===== config.mk =====
export PLATFORM = sky130hd
export DESIGN_NAME = ls_clk_switch_ctrl_flat
export DESIGN_NICKNAME = d
export VERILOG_FILES = /design/src/rtl/ls_clk_switch_if.sv /design/src/rtl/ls_clk_switch_ctrl.sv /design/src/flat_wrapper.sv
export SDC_FILE = /design/constraint.sdc
export NUM_CORES = 1
export LEC_CHECK = 0
export CAP_MARGIN = 10
export CORE_AREA = 2 2 40 42
export DETAILED_ROUTE_END_ITERATION = 10
export DIE_AREA = 0 0 42 44
export PLACE_DENSITY = 0.71
export SYNTH_ARGS = -nofsm -noshare
export SYNTH_HDL_FRONTEND = slang
export SYNTH_SLANG_ARGS = --single-unit

===== constraint.sdc =====
create_clock -name clk -period 2 [get_ports clk]
set_input_delay 0.5 -clock clk [delete_from_list [all_inputs] [get_ports clk]]
set_output_delay 0.5 -clock clk [all_outputs]
set_load 0.02 [all_outputs]

===== src/rtl/ls_clk_switch_if.sv =====
// Rate-change request channel and clock-mux control bundle
// between the request source and ls_clk_switch_ctrl.
interface ls_clk_switch_if;
    logic [1:0] bw_req;
    logic       bw_req_valid;
    logic       bw_req_ready;
    logic [1:0] spm_bw_sel;
    logic       ls_clk_en;
    logic       switch_busy;
    logic       switch_done;

    modport master (
        output bw_req,
        output bw_req_valid,
        input  bw_req_ready,
        input  spm_bw_sel,
        input  ls_clk_en,
        input  switch_busy,
        input  switch_done
    );

    modport slave (
        input  bw_req,
        input  bw_req_valid,
        output bw_req_ready,
        output spm_bw_sel,
        output ls_clk_en,
        output switch_busy,
        output switch_done
    );
endinterface


===== src/rtl/ls_clk_switch_ctrl.sv =====
// Link-symbol clock rate switch sequencer: gate, change mux
// select, settle, re-enable. Runs on the free reference clock.
module ls_clk_switch_ctrl #(
    parameter int GATE_OFF_CYCLES = 4,
    parameter int SETTLE_CYCLES   = 8,
    parameter int CNT_W           = 4
) (
    input logic           clk,
    input logic           rst_n,
    ls_clk_switch_if.slave sw
);

    typedef enum logic [2:0] {
        IDLE,
        GATE_OFF,
        SWITCH,
        SETTLE,
        DONE
    } state_e;

    localparam logic [CNT_W-1:0] GATE_LOAD =
        CNT_W'(GATE_OFF_CYCLES - 1);
    localparam logic [CNT_W-1:0] SETTLE_LOAD =
        CNT_W'(SETTLE_CYCLES - 1);
    localparam logic [CNT_W-1:0] CNT_ONE = CNT_W'(1);

    state_e           state_q, state_d;
    logic [CNT_W-1:0] cnt_q, cnt_d;
    logic [1:0]       tgt_q, tgt_d;
    logic [1:0]       sel_q, sel_d;
    logic             en_q, en_d;

    always_ff @(posedge clk or negedge rst_n) begin
        if (!rst_n) begin
            state_q <= IDLE;
            cnt_q   <= '0;
            tgt_q   <= 2'b00;
            sel_q   <= 2'b00;
            en_q    <= 1'b1;
        end else begin
            state_q <= state_d;
            cnt_q   <= cnt_d;
            tgt_q   <= tgt_d;
            sel_q   <= sel_d;
            en_q    <= en_d;
        end
    end

    always_comb begin
        state_d = state_q;
        cnt_d   = cnt_q;
        tgt_d   = tgt_q;
        sel_d   = sel_q;
        en_d    = en_q;
        unique case (state_q)
            IDLE: begin
                if (sw.bw_req_valid) begin
                    tgt_d = sw.bw_req;
                    if (sw.bw_req == sel_q) begin
                        state_d = DONE;
                    end else begin
                        state_d = GATE_OFF;
                        cnt_d   = GATE_LOAD;
                        en_d    = 1'b0;
                    end
                end
            end
            GATE_OFF: begin
                if (cnt_q != '0) begin
                    cnt_d = cnt_q - CNT_ONE;
                end else begin
                    state_d = SWITCH;
                end
            end
            SWITCH: begin
                // Select moves only while the gate is held closed.
                sel_d   = tgt_q;
                cnt_d   = SETTLE_LOAD;
                state_d = SETTLE;
            end
            SETTLE: begin
                if (cnt_q != '0) begin
                    cnt_d = cnt_q - CNT_ONE;
                end else begin
                    en_d    = 1'b1;
                    state_d = DONE;
                end
            end
            DONE: begin
                state_d = IDLE;
            end
            default: begin
                state_d = IDLE;
            end
        endcase
    end

    always_comb begin
        sw.bw_req_ready = (state_q == IDLE);
        sw.switch_busy  = (state_q != IDLE);
        sw.switch_done  = (state_q == DONE);
    end

    assign sw.spm_bw_sel = sel_q;
    assign sw.ls_clk_en  = en_q;

endmodule


===== src/flat_wrapper.sv =====
// flat-port wrapper written by rule: the top's interface ports become plain ports
module ls_clk_switch_ctrl_flat 
#(
    parameter int GATE_OFF_CYCLES = 4,
    parameter int SETTLE_CYCLES   = 8,
    parameter int CNT_W           = 4
)
  (clk, rst_n, sw_bw_req, sw_bw_req_valid, sw_bw_req_ready, sw_spm_bw_sel, sw_ls_clk_en, sw_switch_busy, sw_switch_done);
  ls_clk_switch_if sw_i ();
  input logic clk;
  input logic rst_n;
  input wire logic [$bits(sw_i.bw_req)-1:0] sw_bw_req;
  input wire logic [$bits(sw_i.bw_req_valid)-1:0] sw_bw_req_valid;
  output wire logic [$bits(sw_i.bw_req_ready)-1:0] sw_bw_req_ready;
  output wire logic [$bits(sw_i.spm_bw_sel)-1:0] sw_spm_bw_sel;
  output wire logic [$bits(sw_i.ls_clk_en)-1:0] sw_ls_clk_en;
  output wire logic [$bits(sw_i.switch_busy)-1:0] sw_switch_busy;
  output wire logic [$bits(sw_i.switch_done)-1:0] sw_switch_done;
  assign sw_i.bw_req = sw_bw_req;
  assign sw_i.bw_req_valid = sw_bw_req_valid;
  assign sw_bw_req_ready = sw_i.bw_req_ready;
  assign sw_spm_bw_sel = sw_i.spm_bw_sel;
  assign sw_ls_clk_en = sw_i.ls_clk_en;
  assign sw_switch_busy = sw_i.switch_busy;
  assign sw_switch_done = sw_i.switch_done;
  ls_clk_switch_ctrl #(.GATE_OFF_CYCLES(GATE_OFF_CYCLES), .SETTLE_CYCLES(SETTLE_CYCLES), .CNT_W(CNT_W)) u_core (.clk(clk), .rst_n(rst_n), .sw(sw_i));
endmodule

==> impl_metrics.ini <==
[status]
outcome = finished, final reports clean

[setup_path]
crit_arrival_ns = 1.42
reg2reg_slack_ns = 0.12
cp-startpoint = u_core.state_q[0]
critPathLaunchType = register
worst_r2r_startpoint = u_core.cnt_q[0]
crit_path_max_fanout = 14
rr_endpoint = u_core.cnt_q[2]
cp.required_ns = 1.50
critPathCaptureType = primary output
critPathKind = reg -> out
r2r_cells = 6
endpoint = sw_switch_done

[cells_and_area]
design_area_um2 = 828
final_cells = 93
num_antenna_cells = 0
area_delta_synth_final_pct = 28.0
layout.nets = 85
drive_gt1_share_pct = 24.7
final_core_util_pct = 58.4

[global_routing]
grtUsageMet3_pct = 4.58
grt_pass1_wl_um = 2500
overflow = 0
grt_max_degree = 15
grt-busiest-layer = met2
grt_use_met1_pct = 20.8
antenna_found_initial = 0
grt_util_met2_pct = 34.4
grt.total_usage_pct = 18.8
grt_pass1_vias = 562

[floorplanning]
coreArea_um2 = 1420
dieArea_um2 = 1850
die_h_um = 44
io_pins = 11
start_util_pct = 45.6
rows = 14
dieWidth_um = 42

[sta]
final.setup.tns_ns = 0
clock_skew_ns = 0.000709
final-setup-viol-count = 0
post-route-period-util_pct = 96.2
fin_crit_ns = 1.92
tightestPinTransition_ns = 0.577
slew-limit-headroom_pct = 61.4
maxSlewViolCount = 0
postLayoutSetupSlackWorst_ns = 0.0761
max_freq_mhz = 520
hold_viol = 0
grt_setup_unrepaired = no

[cts]
clockBufferDepth = 2
clkTransAtPathRegs_ns = 0.08
clockRootBuffer = clkbuf_4
cts.sinks = 12
cts_buffers = 3
cts_tree = done
h-tree-depth = 1
clock_latency_ns = 0.27
hold_buffers = 0

[power_and_ir_drop]
ir_drop_v = 0.000824
p_leak_uw = 0.000364
power_density_nw_per_um2 = 1630

[detailed_routing]
drt_wl_total_um = 1470
drtAntennaViolNets = 0
wl_per_cell_um = 15.8
vias = 532
drt_first_pass_iters = 4
initialDrtViolationCount = 6
route.detailed.drc = 0
avgViaCountPerCell = 5.72

[placed_design]
preCtsSetupSlack_ns = 0.00141
portBuffers = 10
dp.cells = 89
gp_congestion = 0.735
dp_hpwl_um = 1110
placed_cell_area_um2 = 785

[yosys]
synth_ff_type = dfrtp_1
yosysSeqAreaShare_pct = 46.6
yosysMostFrequentCell = dfrtp_1
ys_ff_latch = 12
synth-warning-count = 0
synth_enable_flop_cells = 0
synth_top_cell_by_area = dfrtp_1
synth_area_leaders = dfrtp_1, mux2_2, dfstp_2
synthCells = 62
syn_avg_cell_area_um2 = 10.4
syn_area_um2 = 647
synthArstFlopShare_pct = 100
synth.distinct_cells = 31
syn-num-nets = 69
synth_commonest_cells = dfrtp_1, nand2_1, nor2_1
yosysTopAreaCellShare_pct = 42.6

[job]
cap_viol_max_count = 0

[worst_hold_path]
worstHoldPathType = reg -> reg
cell families after synthesis:
family                     count (synthesis)  share of synthesized area, %
AOI/OAI and AO/OA                         10                          12.0
xor gates and xnor gates                   3                          4.06
adders and majority gates                  2                          3.87
buffers and inverters                      7                          4.25
DFF                                       12                          46.6
muxes                                      5                          8.51
and+or+nand+nor                           23                          20.7
routing by layer:
metal | part of all wire (%) | routed length [um]
met1 | 42 | 621
met4 | 0.88 | 13
met2 | 51 | 759
met5 | 0 | 0
met3 | 5.4 | 80
power by group:
group          internal (uW)  total, uW  switching (uW)  leakage [uW]
Combinational            351        684             334      0.000200
Sequential               361        469             108      0.000142
Clock                    111        196            85.7     0.0000210
state kept, by name, indices dropped and copies added, names as in the netlist:
register / count
u_core.cnt_q: 4
u_core.tgt_q: 2
u_core.sw.spm_bw_sel: 2
u_core.sw.ls_clk_en: 1
u_core.state_q: 3
timing repair:
| item | CTS | global route |
|---|---|---|
| buffers inserted | 0 | 0 |
| resized for setup | 5 | 0 |
| setup endpoints to repair | 3 | 0 |
| hold endpoints to repair | 0 | 0 |
how the worst min path moves through the flow:
stage / from / to / slack, ns / cells past startpoint
after floorplan: rst_n / u_core.cnt_q[0] / 0.20 / 0
after global placement: u_core.tgt_q[1] / u_core.sw.spm_bw_sel[1] / 0.49 / 1
after detailed placement: u_core.tgt_q[0] / u_core.tgt_q[0] / 0.50 / 1
after CTS: u_core.tgt_q[0] / u_core.tgt_q[0] / 0.51 / 1
after global routing: u_core.tgt_q[0] / u_core.tgt_q[0] / 0.54 / 1
final: u_core.tgt_q[0] / u_core.tgt_q[0] / 0.51 / 1
metrics by stage:
step | total power [uW] | hold WS, ns
floorplan | 911 | 0.204
global route | 1450 | 0.540
global placement | 1110 | 0.488
CTS | 1350 | 0.514
finish | 1350 | 0.511
detailed placement | 1150 | 0.496
worst max-delay path, cell delays in order (launching register included):
cell	delay [ns]
dfrtp_1	0.43
buf_4	0.20
nor3_1	0.17
dlygate4sd2_1	0.35
cells in the final DEF, fill, tap and decap left out:
| cell | netlist | routed |
|---|---|---|
| a21o_2 | 1 | 1 |
| nor4_1 | 1 | 1 |
| or3_4 | 1 | 1 |
| o211ai_1 | 1 | 1 |
| nand3b_1 | 1 | 1 |
| and4bb_4 | 1 | 1 |
| ha_1 | 2 | 2 |
| dfstp_2 | 1 | 1 |
| clkbuf_4 | 0 | 3 |
| a21oi_1 | 1 | 1 |
| nand2b_1 | 1 | 1 |
| buf_4 | 0 | 4 |
| o22ai_1 | 1 | 1 |
| nor3b_1 | 2 | 2 |
| a31o_2 | 1 | 1 |
| and2_4 | 1 | 1 |
| mux2i_1 | 1 | 1 |
| inv_1 | 4 | 4 |
| nor3_1 | 3 | 2 |
| xnor2_1 | 1 | 1 |
| nand2_1 | 5 | 5 |
| nor2_1 | 5 | 5 |
| mux2_2 | 4 | 4 |
| dfrtp_1 | 11 | 11 |
| clkbuf_8 | 0 | 1 |
| a41oi_1 | 1 | 1 |
| clkdlybuf4s50_1 | 0 | 7 |
| a22oi_1 | 1 | 1 |
| o21ai_0 | 1 | 1 |
| nor3_4 | 0 | 1 |
| nand3_1 | 2 | 2 |
| xor2_1 | 2 | 2 |
| dlygate4sd2_1 | 0 | 3 |
| o32a_1 | 1 | 1 |
| a221o_1 | 1 | 1 |
cell type report:
cell class,instances,area [um^2]
inverter,4,15.0
tap,16,20.0
clock buffer,4,36.3
multi-input combinational,43,329
sequential,12,302
fill,127,591
timing repair buffer,14,126
Note: power is estimated with default switching activity, not from simulation.
